File: src/rtl/melody_pkg.sv
// Shared types and constants for the melody sequencer and its duration timer.
package melody_pkg;

  // Sequencer states
  typedef enum logic [2:0] {
    IDLE  = 3'd0,
    FETCH = 3'd1,
    TONE  = 3'd2,
    GAP   = 3'd3,
    DONE  = 3'd4
  } state_t;

  localparam int DEF_NOTES  = 8;
  localparam int DEF_NOTE_W = 4;
  localparam int NOTE_REST  = 0;

  // Address width for a store of n notes
  function automatic int addr_w(input int n);
    return (n <= 1) ? 1 : $clog2(n);
  endfunction

  // Counter width able to hold max(a, b) - 1
  function automatic int tmr_w(input int a, input int b);
    int m;
    m = (a > b) ? a : b;
    return (m <= 1) ? 1 : $clog2(m);
  endfunction

endpackage

File: src/rtl/melody_seq_ctrl_dur_timer.sv
// Loadable down-counter with a zero flag; times both note and gap durations.
module dur_timer #(
  parameter int W = 4
) (
  input  logic         i_clk,
  input  logic         i_rst,
  input  logic         i_clr,
  input  logic         i_load,
  input  logic [W-1:0] i_load_val,
  output logic         o_zero
);

  logic [W-1:0] r_count;

  // Clear wins over load; otherwise count down and park at zero
  always_ff @(posedge i_clk or posedge i_rst) begin
    if (i_rst) begin
      r_count <= '0;
    end else if (i_clr) begin
      r_count <= '0;
    end else if (i_load) begin
      r_count <= i_load_val;
    end else if (r_count != '0) begin
      r_count <= r_count - W'(1);
    end
  end

  assign o_zero = (r_count == '0);

endmodule

File: src/rtl/melody_seq_ctrl.sv
// Melody sequencer: records keyed notes into the note store and plays them
// back on the piezo tone output, one note per FETCH/TONE/GAP round.
//
// Strobes: key_valid, play_req and clear_req are single-cycle requests with
// no ready/backpressure; they are acted on in the cycle they are sampled high
// or dropped (key_valid/play_req while busy, key_valid while full, play_req
// coinciding with key_valid). The store read port is registered: mem_rdata
// reflects mem_raddr as presented one cycle earlier.
module melody_seq_ctrl
  import melody_pkg::*;
#(
  parameter int NOTES          = DEF_NOTES,
  parameter int NOTE_W         = DEF_NOTE_W,
  parameter int TICKS_PER_NOTE = 5000000,
  parameter int GAP_TICKS      = 500000
) (
  input  logic                       clk,
  input  logic                       reset,
  input  logic                       key_valid,
  input  logic [NOTE_W-1:0]          key_note,
  input  logic                       play_req,
  input  logic                       clear_req,
  output logic                       mem_we,
  output logic [addr_w(NOTES)-1:0]   mem_waddr,
  output logic [NOTE_W-1:0]          mem_wdata,
  output logic [addr_w(NOTES)-1:0]   mem_raddr,
  input  logic [NOTE_W-1:0]          mem_rdata,
  output logic [addr_w(NOTES):0]     note_count,
  output logic                       full,
  output logic [NOTE_W-1:0]          tone_out,
  output logic                       tone_en,
  output logic                       busy,
  output logic                       play_done,
  output state_t                     dbg_state
);

  localparam int AW = addr_w(NOTES);
  localparam int CW = AW + 1;
  localparam int TW = tmr_w(TICKS_PER_NOTE, GAP_TICKS);

  localparam logic [TW-1:0]     TONE_LOAD = TW'(TICKS_PER_NOTE - 1);
  localparam logic [TW-1:0]     GAP_LOAD  = (GAP_TICKS > 0) ? TW'(GAP_TICKS - 1) : '0;
  localparam logic [CW-1:0]     COUNT_MAX = CW'(NOTES);
  localparam logic [NOTE_W-1:0] REST_CODE = NOTE_W'(NOTE_REST);

  // Registered state and outputs
  state_t            r_state;
  logic [AW-1:0]     r_idx;
  logic [CW-1:0]     r_count;
  logic              r_full;
  logic              r_mem_we;
  logic [AW-1:0]     r_mem_waddr;
  logic [NOTE_W-1:0] r_mem_wdata;
  logic [AW-1:0]     r_mem_raddr;
  logic [NOTE_W-1:0] r_tone_out;
  logic              r_tone_en;
  logic              r_busy;
  logic              r_play_done;

  // Next-state values
  state_t            w_state_nxt;
  logic [AW-1:0]     w_idx_nxt;
  logic [CW-1:0]     w_count_nxt;
  logic              w_we_nxt;
  logic [AW-1:0]     w_waddr_nxt;
  logic [NOTE_W-1:0] w_wdata_nxt;
  logic [AW-1:0]     w_raddr_nxt;
  logic [NOTE_W-1:0] w_tone_out_nxt;
  logic              w_tone_en_nxt;
  logic              w_done_nxt;
  logic              w_tmr_load;
  logic [TW-1:0]     w_tmr_val;
  logic              w_tmr_clr;
  logic              w_tmr_zero;
  logic              w_last_note;

  dur_timer #(
    .W (TW)
  ) u_dur_timer (
    .i_clk      (clk),
    .i_rst      (reset),
    .i_clr      (w_tmr_clr),
    .i_load     (w_tmr_load),
    .i_load_val (w_tmr_val),
    .o_zero     (w_tmr_zero)
  );

  // note_count is at least 1 whenever playback runs, so the subtraction is safe
  assign w_last_note = ({1'b0, r_idx} == (r_count - CW'(1)));

  // Next-state and next-output decode
  always_comb begin
    w_state_nxt    = r_state;
    w_idx_nxt      = r_idx;
    w_count_nxt    = r_count;
    w_we_nxt       = 1'b0;
    w_waddr_nxt    = r_mem_waddr;
    w_wdata_nxt    = r_mem_wdata;
    w_raddr_nxt    = r_mem_raddr;
    w_tone_out_nxt = r_tone_out;
    w_tone_en_nxt  = r_tone_en;
    w_done_nxt     = 1'b0;
    w_tmr_load     = 1'b0;
    w_tmr_val      = '0;
    w_tmr_clr      = 1'b0;

    if (clear_req && (r_state != IDLE)) begin
      // Abort: silence immediately, forget the melody, drop any in-flight read
      w_state_nxt    = IDLE;
      w_count_nxt    = '0;
      w_idx_nxt      = '0;
      w_raddr_nxt    = '0;
      w_tone_out_nxt = '0;
      w_tone_en_nxt  = 1'b0;
      w_tmr_clr      = 1'b1;
    end else begin
      case (r_state)
        IDLE: begin
          if (clear_req) begin
            w_count_nxt = '0;
          end else if (key_valid) begin
            if (!r_full) begin
              w_we_nxt    = 1'b1;
              w_waddr_nxt = r_count[AW-1:0];
              w_wdata_nxt = key_note;
              w_count_nxt = r_count + CW'(1);
            end
          end else if (play_req) begin
            if (r_count == '0) begin
              w_done_nxt = 1'b1;
            end else begin
              // raddr already sits at 0 in IDLE, so note 0 is ready during FETCH
              w_idx_nxt   = '0;
              w_raddr_nxt = '0;
              w_state_nxt = FETCH;
            end
          end
        end

        FETCH: begin
          w_tone_out_nxt = mem_rdata;
          w_tone_en_nxt  = (mem_rdata != REST_CODE);
          w_tmr_load     = 1'b1;
          w_tmr_val      = TONE_LOAD;
          // Prefetch the following note so it is readable by the next FETCH
          w_raddr_nxt    = r_idx + AW'(1);
          w_state_nxt    = TONE;
        end

        TONE: begin
          if (w_tmr_zero) begin
            w_tone_en_nxt = 1'b0;
            if (GAP_TICKS > 0) begin
              w_tmr_load  = 1'b1;
              w_tmr_val   = GAP_LOAD;
              w_state_nxt = GAP;
            end else if (w_last_note) begin
              w_done_nxt  = 1'b1;
              w_state_nxt = DONE;
            end else begin
              w_idx_nxt   = r_idx + AW'(1);
              w_state_nxt = FETCH;
            end
          end
        end

        GAP: begin
          if (w_tmr_zero) begin
            if (w_last_note) begin
              w_done_nxt  = 1'b1;
              w_state_nxt = DONE;
            end else begin
              w_idx_nxt   = r_idx + AW'(1);
              w_state_nxt = FETCH;
            end
          end
        end

        DONE: begin
          w_tone_out_nxt = '0;
          w_raddr_nxt    = '0;
          w_idx_nxt      = '0;
          w_state_nxt    = IDLE;
        end

        default: begin
          w_state_nxt = IDLE;
        end
      endcase
    end
  end

  // State register
  always_ff @(posedge clk or posedge reset) begin
    if (reset) begin
      r_state <= IDLE;
    end else begin
      r_state <= w_state_nxt;
    end
  end

  // Datapath and output registers
  always_ff @(posedge clk or posedge reset) begin
    if (reset) begin
      r_idx       <= '0;
      r_count     <= '0;
      r_full      <= 1'b0;
      r_mem_we    <= 1'b0;
      r_mem_waddr <= '0;
      r_mem_wdata <= '0;
      r_mem_raddr <= '0;
      r_tone_out  <= '0;
      r_tone_en   <= 1'b0;
      r_busy      <= 1'b0;
      r_play_done <= 1'b0;
    end else begin
      r_idx       <= w_idx_nxt;
      r_count     <= w_count_nxt;
      r_full      <= (w_count_nxt == COUNT_MAX);
      r_mem_we    <= w_we_nxt;
      r_mem_waddr <= w_waddr_nxt;
      r_mem_wdata <= w_wdata_nxt;
      r_mem_raddr <= w_raddr_nxt;
      r_tone_out  <= w_tone_out_nxt;
      r_tone_en   <= w_tone_en_nxt;
      r_busy      <= (w_state_nxt != IDLE);
      r_play_done <= w_done_nxt;
    end
  end

  assign mem_we     = r_mem_we;
  assign mem_waddr  = r_mem_waddr;
  assign mem_wdata  = r_mem_wdata;
  assign mem_raddr  = r_mem_raddr;
  assign note_count = r_count;
  assign full       = r_full;
  assign tone_out   = r_tone_out;
  assign tone_en    = r_tone_en;
  assign busy       = r_busy;
  assign play_done  = r_play_done;
  assign dbg_state  = r_state;

endmodule

File: config.mk
export PLATFORM = sky130hd
export DESIGN_NAME = melody_seq_ctrl
export DESIGN_NICKNAME = d
export VERILOG_FILES = /design/src/rtl/melody_pkg.sv /design/src/rtl/melody_seq_ctrl_dur_timer.sv /design/src/rtl/melody_seq_ctrl.sv
export SDC_FILE = /design/constraint.sdc
export NUM_CORES = 1
export LEC_CHECK = 0
export BUFFER_PORTS_ARGS = -buffer_cell sky130_fd_sc_hd__buf_2
export CAP_MARGIN = 20
export CELL_PAD_IN_SITES_DETAIL_PLACEMENT = 1
export CELL_PAD_IN_SITES_GLOBAL_PLACEMENT = 1
export CORE_MARGIN = 1.5
export CORE_UTILIZATION = 40
export CTS_BUF_LIST = sky130_fd_sc_hd__clkbuf_16
export DETAILED_ROUTE_END_ITERATION = 16
export PLACE_DENSITY = 0.84
export REMOVE_ABC_BUFFERS = 1
export SLEW_MARGIN = 40
export SYNTH_ARGS = -nofsm -noshare
export SYNTH_HDL_FRONTEND = slang
export SYNTH_SLANG_ARGS = --single-unit
File: constraint.sdc
create_clock -name clk -period 2.3 [get_ports clk]
set_clock_uncertainty 0.1 [all_clocks]
set_input_delay 0.115 -clock clk [delete_from_list [all_inputs] [get_ports clk]]
set_output_delay 0.115 -clock clk [all_outputs]
set_load 0.005 [all_outputs]
# Word-level counts from Yosys, hierarchy flattened
# Cells that the tools add are included.
# W data, S select, Z words.
[word_totals] reg_bits=52 in_bits=13
[op_classes] n_addsub=4 eq_ne=13 bitwise=3 reduce_logical=17 mux=52
[ops] operator="$mux W23" n=4
[ops] operator="$mux W3" n=16
[ops] operator="$pmux W23 S2" n=1
[ops] operator="$mux W4" n=6
[ops] operator="$logic_not A23 Y1" n=1
[ops] operator="$reduce_bool A23 Y1" n=1
[ops] operator="$sub A23 B1 Y23 const B" n=1
[ops] operator="$mux W19" n=1
[ops] operator="$pmux W3 S3" n=2
[ops] operator="$mux W1" n=17
[ops] operator="$ne A3 B3 Y1 const B" n=5
[ops] operator="$reduce_bool A3 Y1" n=5
[ops] operator="$pmux W3 S4" n=1
[ops] operator="$reduce_bool A4 Y1" n=3
[ops] operator="$reduce_and A5 Y1" n=2
[ops] operator="$pmux W4 S2" n=1
[ops] operator="$reduce_and A7 Y1" n=1
[ops] operator="$eq A3 B2 Y1 const B" n=2
[ops] operator="$ne A3 B2 Y1 const B" n=2
[ops] operator="$pmux W1 S2" n=3
[ops] operator="$add A4 B1 Y4 const B" n=1
[ops] operator="$eq A3 B4 Y1" n=1
[ops] operator="$eq A4 B4 Y1 const B" n=1
[ops] operator="$logic_not A4 Y1" n=1
[ops] operator="8 further kinds" n=10

# Depth between registers and ports, before layout
# Gate-level depths: netlist of the first run.
[logic_depth] word_depth=8 ltp_mapped=7

# By module
# A second synthesis of the first run with hierarchy kept.
[hier_totals] hier_cells=302 hier_area_um2=2936.6
[by_module_without_submodules] module="melody_seq_ctrl" area_each_um2=1534.0 seq_area_each_um2=725.7 cells_per_inst=146 n_inst=1
[by_module_without_submodules] module="dur_timer" area_each_um2=1402.6 seq_area_each_um2=575.6 cells_per_inst=156 n_inst=1

# Worst setup path after synthesis of the first run
# OpenSTA, ideal clock, no wires.
[synth_timing] kind="reg2reg" from="register u_dur_timer.r_count[0]" to="register r_tone_en, in the netlist tone_en" synth_period_minus_slack_ps=2553 t_required_ps=2075 setup_slack_ps=-253 n_path_buf=0 stages_incl_launch_ff=8 arrival_ps=2328 cell_sequence="dfrtp_1 inv_1 ha_1 or4b_2 or4_1 nor2_4 a21o_2 mux2_2"
[synth_via] elab_chain_len=3
[synth_rtl] element="start: declaration" line_no="melody_seq_ctrl_dur_timer.sv:13" text="logic [W-1:0] r_count;"
[synth_rtl] element="start signal: assignment" line_no="melody_seq_ctrl_dur_timer.sv:22" text="r_count <= i_load_val;"
[synth_rtl] element="start signal: assignment" line_no="melody_seq_ctrl_dur_timer.sv:24" text="r_count <= r_count - W'(1);"
[synth_rtl] element="$logic_not A23 Y1" line_no="melody_seq_ctrl_dur_timer.sv:28" text="assign o_zero = (r_count == '0);"
[synth_rtl] element="$ne A3 B2 Y1 (no source line)"
[synth_rtl] element="$reduce_and A2 Y1 (no source line)"
[synth_rtl] element="end signal: assignment" line_no="melody_seq_ctrl.sv:225" text="r_tone_en <= w_tone_en_nxt;"
[synth_rtl] element="end: declaration" line_no="melody_seq_ctrl.sv:56" text="logic r_tone_en;"
# No other way between the ends.
# A chain may end at the register's enable or synchronous reset.

# Worst setup path after layout of the first run
[layout_timing] from="register u_dur_timer.r_count[10]" to="register u_dur_timer.r_count[10]"
[layout_via] elab_chain_len=6 word_cells_on_any_way=10 cone_classes="add/sub: 1; mux: 6; reduce/logical: 3"
[layout_rtl] element="parallel branches: the longest is 6 deep, another holds $sub A23 B1 Y23"
# Several ways; the timed one is not identified. The select of a mux whose other input is x is not followed.

==> metrics.md, run 1 <==
| Metric | Value |
|---|---|
| Outcome | complete, but fails checks |
| Failing checks | setup timing |
| Distinct cells, synth | 54 |
| Min-Delay Startpoint | mem_rdata[3] |
| Overall Global Routing Usage | 28.9% |
| CP startpoint kind | register |
| Switching Share | 40.0% |
| CTS Buf Count | 5 |
| Critical path class | reg2reg |
| Drt via density | 6.21 |
| Crit path required time | 2.39 ns |
| Share of layout cells above drive strength 1 | 47.9% |
| Row Count | 30 |
| Arrival time worst endpoint | 2.63 ns |
| Hold WC Path Type | in2reg |
| DR DRC count | 0 |
| Hold Crit Depth | 3 |
| Final hold slack | 0.0296 ns |
| First-pass GRT wire length | 16,600 µm |
| Most frequent cell on the critical path | buf_4 |
| Final setup vio count | 20 |
| Post-Route WL | 12,700 µm |
| Comb pwr share | 51.1% |
| Post-DP HPWL | 6730 µm |
| Detailed Route Iter0 Violations | 218 |
| Nets | 418 |
| TNS Setup | -1.83 ns |
| Max_cap viols | 0 |
| Clock sink count | 52 |
| Inserted Diodes | 0 |
| Post-DP Area | 3590 µm² |
| Initial Util | 41.8% |
| Relative slew slack | 53.9% |
| Flop-to-flop setup slack | -0.24 ns |
| Finished Layout Cells | 497 |
| Critical Path Max Stage Delay | 0.58 ns |
| Mapped Cells | 290 |
| WL per Instance | 25.5 µm |
| Period Utilization, post-route | 110% |
| Final min period | 2.54 ns |
| CP Cell Sequence | or4_4, buf_4, nor4b_1, buf_4, buf_4, a311oi_2, xnor2_1, nor2_2 |
| Syn avg cell area | 9.85 µm² |
| Placed insts | 478 |
| Final hold violations | 0 |
| I/O pins | 39 |
| GP Congestion | 0.922 |
| Clock power frac | 17.7% |
| Clock buffer depth | 2 |
| Switching power | 1750 µW |
| RSZ-0062 raised after global routing | true |
| Layout area overhead | 46.6% |
| Synthesized flop and latch total | 52 |
| Fmax | 394 MHz |
| YS warnings | 0 |
| Worst r2r src | u_dur_timer.r_count[10]$_DFFE_PP0P_ |
| Worst Hold End | tone_out[3]$_DFFE_PP0P_ |
| Largest net degree at the start of global routing | 53 |
| Slowest stage cell, crit path | or4_4 |
| Total leakage power | 0.00193 µW |
| Vias in the first global route | 3,101 |
| Critical path endpoint category | register |
| Top FF cell, synth | dfrtp_1 |
| CORE AREA | 6830 µm² |
| Largest fanout on the critical path | 4 |
| Seq/Total Area, Yosys | 45.6% |
| CTS tree | built |
| Final slew viol count | 0 |
| Pint | 2620 µW |
| Worst-margin pin slew | 0.692 ns |
| H-tree depth | 2 |
| R2R depth | 8 |
| Antenna Violating Nets Remaining | 0 |
| Async set-reset flop share out of synthesis | 100% |
| GR Overflow Total | 0 |
| Detailed Routing Iterations Pass 1 | 4 |
| PD cells | 1040 nW/µm² |
| Commonest non-fill, non-tap cell in the layout | buf_4 |
| Worst reg2reg path endpoint | u_dur_timer.r_count[10]$_DFFE_PP0P_ |
| Final Util | 61.3% |
| Number of flops mapped to enable cells by yosys | 0 |
| Reg power frac | 31.2% |
| Root buffer cell | clkbuf_16 |
| Maximum VDD drop | 0.600 mV |
| Vias after detailed routing | 3,085 |
| Post-route cell area | 4190 µm² |
| Final setup margin | -0.240 ns |
| Die X | 87.5 µm |
| Die area | 7650 µm² |
| DIE HEIGHT | 87.5 µm |
| Most frequent cells in the layout | buf_4, dfrtp_1, buf_2, nor2_1, o21ai_0 |
| Netlist Area Pre-Place | 2860 µm² |
| Initial antenna violation count | 0 |
| IO buf count | 38 |
| Clock transition at path regs | 0.07 ns |
| Clock Latency Late Sink | 0.30 ns |
synth_stat cells (all sizes together) (3+ instances only):
cell type	n	area, µm²
a21oi	20	100
or3	12	75.1
clkbuf	8	30.0
nor3	12	70.1
inv	7	26.3
or4	8	67.6
xnor2	10	87.6
dfrtp	52	1300
nand2	18	67.6
ha	5	62.6
o31ai	4	30.0
nor2	25	109
mux2	10	113
and4	3	26.3
or3b	3	26.3
a311oi	3	26.3
nor2b	5	31.3
or2	3	18.8
nor3b	4	30.0
nor4	9	71.3
o21ai	26	130
nor4b	3	26.3
a31oi	5	31.3
xor2	5	43.8
power by group through the flow:
| stage | logic (µW) | registers (µW) | clock network (µW) |
|---|---|---|---|
| floorplan | 710 | 1360 | 0 |
| CTS | 1800 | 1330 | 763 |
| global route | 2320 | 1380 | 796 |
| finish | 2230 | 1360 | 775 |
| global placement | 1490 | 1300 | 0 |
| detailed placement | 1580 | 1320 | 0 |
logic make-up after synthesis:
group	count (synthesis)	share of synthesized area, %
AND/OR/NAND/NOR	118	25.2
AO/OA/AOI/OAI	72	15.4
flip-flops	52	45.6
buffers and inverters	17	2.76
XOR/XNOR	15	4.60
multiplexers	11	4.29
adder cells (fa/ha/maj)	5	2.19
state kept, by name, indices dropped and copies added (netlist names), 3 cells and up:
| register | flops |
|---|---|
| dbg_state | 3 |
| mem_raddr | 3 |
| mem_waddr | 3 |
| mem_wdata | 4 |
| note_count | 4 |
| r_idx | 3 |
| tone_out | 4 |
| u_dur_timer.r_count | 23 |
per-layer routing:
metal | track usage (%) | part of all wire [%] | vias up
met3 | 4.64 | 5.9 | 65
li1 | - | - | 1299
met4 | 15.9 | 5.3 | 0
met2 | 49.3 | 51 | 178
met1 | 34.6 | 38 | 1543
met5 | 0 | 0 | -
repair_timing:
item / in CTS / in global routing
setup endpoints to repair: 27 / 31
setup buffers: 1 / 6
hold endpoints to repair: 56 / 0
gates resized for setup: 38 / 47
pin swaps: 12 / 12
hold buffers: 5 / 0
cell type report:
cell class	count	area (µm²)
multi-input combinational	221	1780
clock inverter	3	18.8
fill	753	2650
clock buffer	5	125
tap	96	120
timing repair buffer	113	811
sequential	52	1300
inverter	7	26.3
critical path, delay by kind of cell (launching register included):
| kind | cells | cell delay (ns) |
|---|---|---|
| AND/OR/NAND/NOR | 3 | 1.08 |
| buffers and inverters | 3 | 0.51 |
| XOR/XNOR | 1 | 0.22 |
| flip-flops | 1 | 0.38 |
| AO/OA/AOI/OAI | 1 | 0.14 |
worst max-delay path by stage:
stage                                        start                                   to
2_1_floorplan   u_dur_timer.r_count[0]$_DFFE_PP0P_                  tone_en$_DFFE_PP0P_
3_3_place_gp    u_dur_timer.r_count[0]$_DFFE_PP0P_  u_dur_timer.r_count[18]$_DFFE_PP0P_
3_5_place_dp    u_dur_timer.r_count[0]$_DFFE_PP0P_  u_dur_timer.r_count[18]$_DFFE_PP0P_
4_1_cts         u_dur_timer.r_count[0]$_DFFE_PP0P_                  tone_en$_DFFE_PP0P_
5_1_grt        u_dur_timer.r_count[10]$_DFFE_PP0P_  u_dur_timer.r_count[10]$_DFFE_PP0P_
6_report       u_dur_timer.r_count[10]$_DFFE_PP0P_  u_dur_timer.r_count[10]$_DFFE_PP0P_
per-stage QoR:
step / worst slack, ns / power (µW)
2_1_floorplan: -0.253 / 2070
5_1_grt: -0.224 / 4500
4_1_cts: -0.158 / 3890
3_5_place_dp: -0.350 / 2900
6_report: -0.240 / 4370
3_3_place_gp: -0.227 / 2790
Power figures use the tool's default switching activity.
==> run 2: changes to the inputs <==
GPL_TIMING_DRIVEN = 0   (was not set)
==> run 2 against run 1 <==
Compared with the run above: the flow still finishes with violations (setup timing); critical path depth down 3; clock power up 12%; total power down 3.6%; design area down 5.3%; register-to-register slack worse by 0.04 ns; sequential power up 9.6%; first-iteration DRC count down 11%; worst hold slack worse by 0.0049 ns; non-clock buffer count down 38; global-route usage down 1.6 points; critical path type unchanged; largest power group unchanged.
==> metrics.md, run 2 (synthesized netlist as in run 1, its figures left out) <==
| Metric | Value |
|---|---|
| CP startpoint kind | register |
| PD cells | 1060 nW/µm² (+1.7%) |
| Placed insts | 415 (-13%) |
| TNS Setup | -2.46 ns (-0.631 ns) |
| Initial antenna violation count | 0 (unchanged) |
| Clock power frac | 20.7% (+3.0 points) |
| Critical path endpoint category | register |
| Final slew viol count | 0 (unchanged) |
| Largest register by flop count | u_dur_timer.r_count |
| Total leakage power | 0.00174 µW (-9.7%) |
| Pint | 2550 µW (-2.7%) |
| Most frequent cells in the layout | dfrtp_1, buf_2, buf_4, nor2_1, o21ai_0 |
| Clock sink count | 52 (unchanged) |
| Total area of sequential cells | 1310 µm² (+0.48%) |
| Layout area overhead | 38.8% |
| Finished Layout Cells | 459 (-7.6%) |
| Largest net degree at the start of global routing | 35 (-34%) |
| Initial Util | 41.8% (unchanged) |
| Failing checks | setup timing |
| Fill cells | 774 (+2.8%) |
| GR Overflow Total | 0 (unchanged) |
| Largest fanout on the critical path | 6 (+2) |
| H-tree depth | 2 (unchanged) |
| Root buffer cell | clkbuf_16 |
| Row Count | 30 (unchanged) |
| CTS tree | built |
| Detailed Routing Iterations Pass 1 | 5 (+1) |
| Die X | 87.5 µm (unchanged) |
| CORE AREA | 6830 µm² (unchanged) |
| IO buf count | 38 (unchanged) |
| Final hold slack | 0.0248 ns (-0.00485 ns) |
| Detailed Route Iter0 Violations | 194 (-11%) |
| Dpl ws | -0.537 ns (-0.187 ns) |
| I/O pins | 39 (unchanged) |
| Maximum VDD drop | 0.598 mV (-0.29%) |
| Clock Latency Late Sink | 0.30 ns (about the same) |
| Final setup vio count | 19 (-5.0%) |
| Commonest non-fill, non-tap cell in the layout | dfrtp_1 |
| First-pass GRT wire length | 15,600 µm (-5.8%) |
| Final hold violations | 0 (unchanged) |
| DR DRC count | 0 (unchanged) |
| Nets | 380 (-9.1%) |
| Inserted Diodes | 0 (unchanged) |
| Drt via density | 6.12 (-1.4%) |
| Worst-margin pin slew | 0.644 ns (-0.0477 ns) |
| Switching Share | 39.4% (-0.59 points) |
| Max FFs per register | 23 (unchanged) |
| Antenna Violating Nets Remaining | 0 (unchanged) |
| Clock transition at path regs | 0.07 ns (about the same) |
| Share of layout cells above drive strength 1 | 44.1% (-3.8 points) |
| Die area | 7650 µm² (unchanged) |
| Vias in the first global route | 2,891 (-6.8%) |
| Arrival time worst endpoint | 2.65 ns (+0.02 ns) |
| Hold WC Path Type | in2reg |
| Outcome | complete, but fails checks |
| Overall Global Routing Usage | 27.3% (-1.6 points) |
| Vias after detailed routing | 2,808 (-9.0%) |
| Period Utilization, post-route | 112% (+1.9 points) |
| Power consumption | 4210 µW (-3.6%) |
| GP Congestion | 0.907 (-1.7%) |
| Reg power frac | 35.4% (+4.2 points) |
| Post-Route WL | 11,200 µm (-11%) |
| Fmax | 387 MHz (-1.7%) |
| Final min period | 2.58 ns (+0.0428 ns) |
| Crit path required time | 2.37 ns (-0.02 ns) |
| CTS Buf Count | 5 (unchanged) |
| Post-DP HPWL | 5380 µm (-20%) |
| Flop-to-flop setup slack | -0.28 ns (-0.04 ns) |
| Critical path class | reg2reg |
| DIE HEIGHT | 87.5 µm (unchanged) |
| Final setup margin | -0.283 ns (-0.0428 ns) |
| WL per Instance | 24.5 µm (-4.1%) |
| Relative slew slack | 56.6% (+2.7 points) |
| RSZ-0062 raised after global routing | true |
| Multi-input logic area | 1820 µm² (+2.3%) |
| Comb pwr share | 43.9% (-7.2 points) |
| Max_cap viols | 0 (unchanged) |
| Switching power | 1660 µW (-5.1%) |
| Clock buffer depth | 2 (unchanged) |
[run 2: cell count changes in the layout (fill, tap and decap cells not counted), sizes merged]
cell	previous run	this run
buf	108	70
bufinv	0	1
clkinv	3	2
[run 2: through the flow]
step	utilization, %	area (µm²)
4_1_cts	54.2	3700
5_1_grt	58.0	3960
6_report	58.0	3960
3_5_place_dp	45.9	3140
2_1_floorplan	-	2800
3_3_place_gp	45.6	3110
[run 2: final cells by class]
cell class / instances / area share, %
multi-input cells: 221 / 46.0
flip-flops and latches: 52 / 33.0
repair buffers: 75 / 13.0
clock buffers: 5 / 3.16
well taps: 96 / 3.03
clock inverters: 3 / 1.07
inverters: 7 / 0.726
[run 2: path summary, 6_finish.rpt]
check | from | endpoint | cells after the start
hold / removal | mem_rdata[3] | tone_out[3]$_DFFE_PP0P_ | 3
hold reg to reg | tone_out[1]$_DFFE_PP0P_ | tone_out[1]$_DFFE_PP0P_ | 2
setup / recovery | u_dur_timer.r_count[18]$_DFFE_PP0P_ | r_idx[2]$_DFFE_PP0P_ | 5
max in group asynchronous | reset | dbg_state[1]$_DFF_PP0_ | 4
min in group asynchronous | reset | mem_wdata[2]$_DFFE_PP0P_ | 3
setup reg to reg | u_dur_timer.r_count[18]$_DFFE_PP0P_ | r_idx[2]$_DFFE_PP0P_ | 5
[run 2: timing repair]
action | in CTS | in global routing
resized for setup | 53 | 38
cloned | 0 | 0
hold buffers | 5 | 0
setup endpoints to repair | 36 | 39
pin swaps | 22 | 20
buffers inserted | 20 | 12
hold endpoints to repair | 56 | 0
[run 2: power by group through the flow]
stage	Combinational, µW	Sequential [µW]	Clock (µW)
global route	1960	1510	904
floorplan	710	1360	0
finish	1850	1490	870
CTS	1380	1430	862
detailed placement	980	1430	0
global placement	920	1410	0
[run 2: layer usage]
metal	vias up	global-route usage (%)	wire length, µm
met1	1446	33.1	4550
met4	0	13.7	476
met5	-	0	0
met3	37	5.31	507
li1	1215	-	-
met2	110	46.2	5700
[run 2: critical path, stage by stage, from the launching register on]
cell and delay, ns:
dfrtp_1 0.48, or4_4 0.61, or4_4 0.58, nor2_4 0.17, a311oi_1 0.14, or3_1 0.37
==> run 3: changes to the inputs <==
CORE_UTILIZATION = 35   (was 40)
PLACE_DENSITY = 0.75   (was 0.84)
SYNTH_HIERARCHICAL = 1   (was not set)
==> run 3 against run 2 <==
Compared with the run above: the run still ends with setup timing left; synthesized cell count increased by 4.1%; sequential share of layout area increased by 1.4 points; first-iteration DRC count decreased by 44%; via count decreased by 5.9%; clock-buffer cell count unchanged; largest power group is now sequential cells; design area decreased by 4.4%; critical path depth increased by 7; global-route usage decreased by 8.3 points; maximum frequency decreased by 15%; combinational power decreased by 30%; sequential power about the same.
==> metrics.md, run 3 <==
| Metric | Value |
|---|---|
| Outcome | complete, but fails checks |
| Failing checks | setup timing |
| First-pass GRT wire length | 13,300 µm (-15%) |
| Clock transition at path regs | 0.07 ns (about the same) |
| GP Congestion | 0.759 (-16%) |
| CORE AREA | 8180 µm² (+20%) |
| Fmax | 329 MHz (-15%) |
| Hold WC Path Type | in2reg |
| I/O pins | 39 (unchanged) |
| Max FFs per register | 23 (unchanged) |
| CTS Buf Count | 5 (unchanged) |
| Worst Hold End | tone_en$_DFFE_PP0P_ |
| Clock buffer depth | 2 (unchanged) |
| Post-route cell area | 3790 µm² (-4.4%) |
| Mapped Cells | 302 (+4.1%) |
| Detailed Route Iter0 Violations | 109 (-44%) |
| Final setup margin | -0.743 ns (-0.460 ns) |
| Post-Route WL | 8340 µm (-26%) |
| Slowest stage cell, crit path | dfrtp_1 |
| Largest net degree at the start of global routing | 39 (+11%) |
| CP Launch Point | u_dur_timer/r_count[1]$_DFFE_PP0P_ |
| Initial Util | 35.9% (-5.9 points) |
| CTS tree | built |
| Top-area cell type share of the netlist area | 44.3% (-1.3 points) |
| Maximum VDD drop | 0.339 mV (-43%) |
| Hold Crit Depth | 3 (unchanged) |
| R2R depth | 12 (+7) |
| Final hold violations | 0 (unchanged) |
| Finished Layout Cells | 468 (+2.0%) |
| Most frequent cell on the critical path | nor3_4 |
| Clock Latency Late Sink | 0.29 ns (about the same) |
| Worst reg2reg path endpoint | u_dur_timer/r_count[13]$_DFFE_PP0P_ |
| Placed insts | 430 (+3.6%) |
| IO buf count | 38 (unchanged) |
| Antenna Violating Nets Remaining | 0 (unchanged) |
| Top FF cell, synth | dfrtp_1 |
| Final setup vio count | 30 (+11) |
| Layout area overhead | 29.1% |
| Layer with the highest usage | met2 |
| Post-DP HPWL | 5010 µm (-6.7%) |
| Final min period | 3.04 ns (+0.460 ns) |
| Vias after detailed routing | 2,641 (-5.9%) |
| WL per Instance | 17.8 µm (-27%) |
| Critical path class | reg2reg |
| Vias in the first global route | 2,679 (-7.3%) |
| Final slew viol count | 0 (unchanged) |
| Number of flops mapped to enable cells by yosys | 0 (unchanged) |
| Commonest non-fill, non-tap cell in the layout | dfrtp_1 |
| Netlist Area Pre-Place | 2940 µm² (+2.8%) |
| Met2 Usage GRT | 35.0% (-11 points) |
| Most frequent cells in the layout | dfrtp_1, buf_2, nor2_1, buf_4, xnor2_1 |
| DIE HEIGHT | 94.6 µm (+8.1%) |
| Initial antenna violation count | 0 (unchanged) |
| Critical Path Max Stage Delay | 0.41 ns (-0.20 ns) |
| Seq/Total Area, Yosys | 44.3% (-1.3 points) |
| Async set-reset flop share out of synthesis | 100% (unchanged) |
| Post-DP Area | 3180 µm² (+1.5%) |
| Relative slew slack | 34.7% (-22 points) |
| CP Cell Sequence | inv_1, ha_2, or3b_4, or2_2, nor3_4, nand3b_1, nor3_4, or2_4, or4_4, o21ai_4, buf_4, a311oi_1 |
| Drt via density | 5.64 (-7.8%) |
| Largest fanout on the critical path | 5 (-1) |
| Synthesized flop and latch total | 52 (unchanged) |
| Distinct cells, synth | 57 (+5.6%) |
| TNS Setup | -18.04 ns (-15.58 ns) |
| Arrival time worst endpoint | 3.14 ns (+0.49 ns) |
| Detailed Routing Iterations Pass 1 | 4 (-1) |
| CP startpoint kind | register |
| Met1 GRT Util | 23.3% (-9.7 points) |
| Overall Global Routing Usage | 19.0% (-8.3 points) |
| YS warnings | 6 (+6) |
| GR Util met3 | 3.30% (-2.0 points) |
| Largest area contributor in the netlist | dfrtp_1 |
| Syn avg cell area | 9.72 µm² (-1.2%) |
| Worst r2r src | u_dur_timer/r_count[1]$_DFFE_PP0P_ |
| DR DRC count | 0 (unchanged) |
| Root buffer cell | clkbuf_16 |
| Share of layout cells above drive strength 1 | 34.4% (-9.6 points) |
| Row Count | 33 (+10%) |
| Largest register by flop count | u_dur_timer/r_count |
| Most common cell in the netlist | dfrtp_1 |
| PD cells | 937 nW/µm² (-12%) |
| Post-synth top cells | dfrtp_1, nor2_1, clkbuf_1 |
| Dpl ws | -2.32 ns (-1.79 ns) |
| Max_cap viols | 0 (unchanged) |
| RSZ-0062 raised after global routing | true |
| Inserted Diodes | 0 (unchanged) |
| Flop-to-flop setup slack | -0.74 ns (-0.46 ns) |
| Clock sink count | 52 (unchanged) |
| GR Overflow Total | 0 (unchanged) |
| Critical path endpoint category | register |
| Synth top area cells | dfrtp_1, nor2_1, xnor2_1 |
| Nets | 380 (unchanged) |
| Worst-margin pin slew | 0.971 ns (+0.326 ns) |
| H-tree depth | 2 (unchanged) |
| Die X | 94.6 µm (+8.1%) |
| Min-Delay Startpoint | mem_rdata[3] |
| Total leakage power | 0.00166 µW (-4.5%) |
| Crit path required time | 2.40 ns (+0.03 ns) |
| Die area | 8950 µm² (+17%) |
| Period Utilization, post-route | 132% (+20 points) |
## run 3: layout make-up
type,count,area [µm²]
Fill cell,928,4380
Multi-Input combinational cell,225,1700
Sequential cell,52,1300
Timing Repair Buffer,66,453
Tap cell,105,131
Clock buffer,5,125
Inverter,12,57.6
Clock inverter,3,23.8
## run 3: report_power, final
part / switching [µW] / total, µW / leakage [µW] / internal, µW
Sequential: 298 / 1480 / 0.000673 / 1190
Combinational: 627 / 1300 / 0.000923 / 671
Clock: 363 / 769 / 0.0000660 / 406
## run 3: worst max-delay path by stage
stage,endpoint,slack [ns],depth (start not counted)
CTS,u_dur_timer/r_count[17]$_DFFE_PP0P_,-0.75,10
finish,u_dur_timer/r_count[13]$_DFFE_PP0P_,-0.74,12
detailed placement,u_dur_timer/r_count[17]$_DFFE_PP0P_,-2.32,9
global placement,u_dur_timer/r_count[15]$_DFFE_PP0P_,-2.49,9
global route,u_dur_timer/r_count[17]$_DFFE_PP0P_,-0.84,10
floorplan,u_dur_timer/r_count[15]$_DFFE_PP0P_,-1.53,9
## run 3: cell families (layout without fill, tap and decap cells)
kind of cell	Yosys count	in the layout	synth area share [%]
buffers and inverters	32	86	4.73
xor gates and xnor gates	17	17	5.07
AOI/OAI and AO/OA	72	72	17.4
muxes	9	9	3.37
other	1	6	0.128
DFF	52	52	44.3
and+or+nand+nor	114	116	22.8
adders and majority gates	5	5	2.13
## run 3: routing by layer
layer	part of all wire, %	vias up
li1	-	1233
met1	44	1370
met2	54	30
met3	2.0	8
met4	0.80	0
met5	0	-
## run 3: timing repair
item,in CTS,in global routing
hold endpoints to repair,56,0
setup endpoints to repair,31,37
gates cloned,1,1
setup buffers,15,8
hold buffers,5,0
resized for setup,30,16
pin swaps,8,13
## run 3: metrics by stage
stage / util [%] / total power (µW) / hold slack (ns)
CTS: 44.8 / 3470 / 0.0432
detailed placement: 38.9 / 2470 / 0.0995
finish: 46.4 / 3550 / 0.00204
global route: 46.4 / 3760 / 0.0280
floorplan: - / 2140 / 0.0169
global placement: 38.9 / 2400 / 0.248
## run 3: worst max-delay path: cells and delay by family (launching register included)
kind	cells	cell delay [ns]
fa+ha+maj	1	0.20
compound gates	2	0.27
buf+inv	2	0.28
simple gates	7	1.68
flops	1	0.41
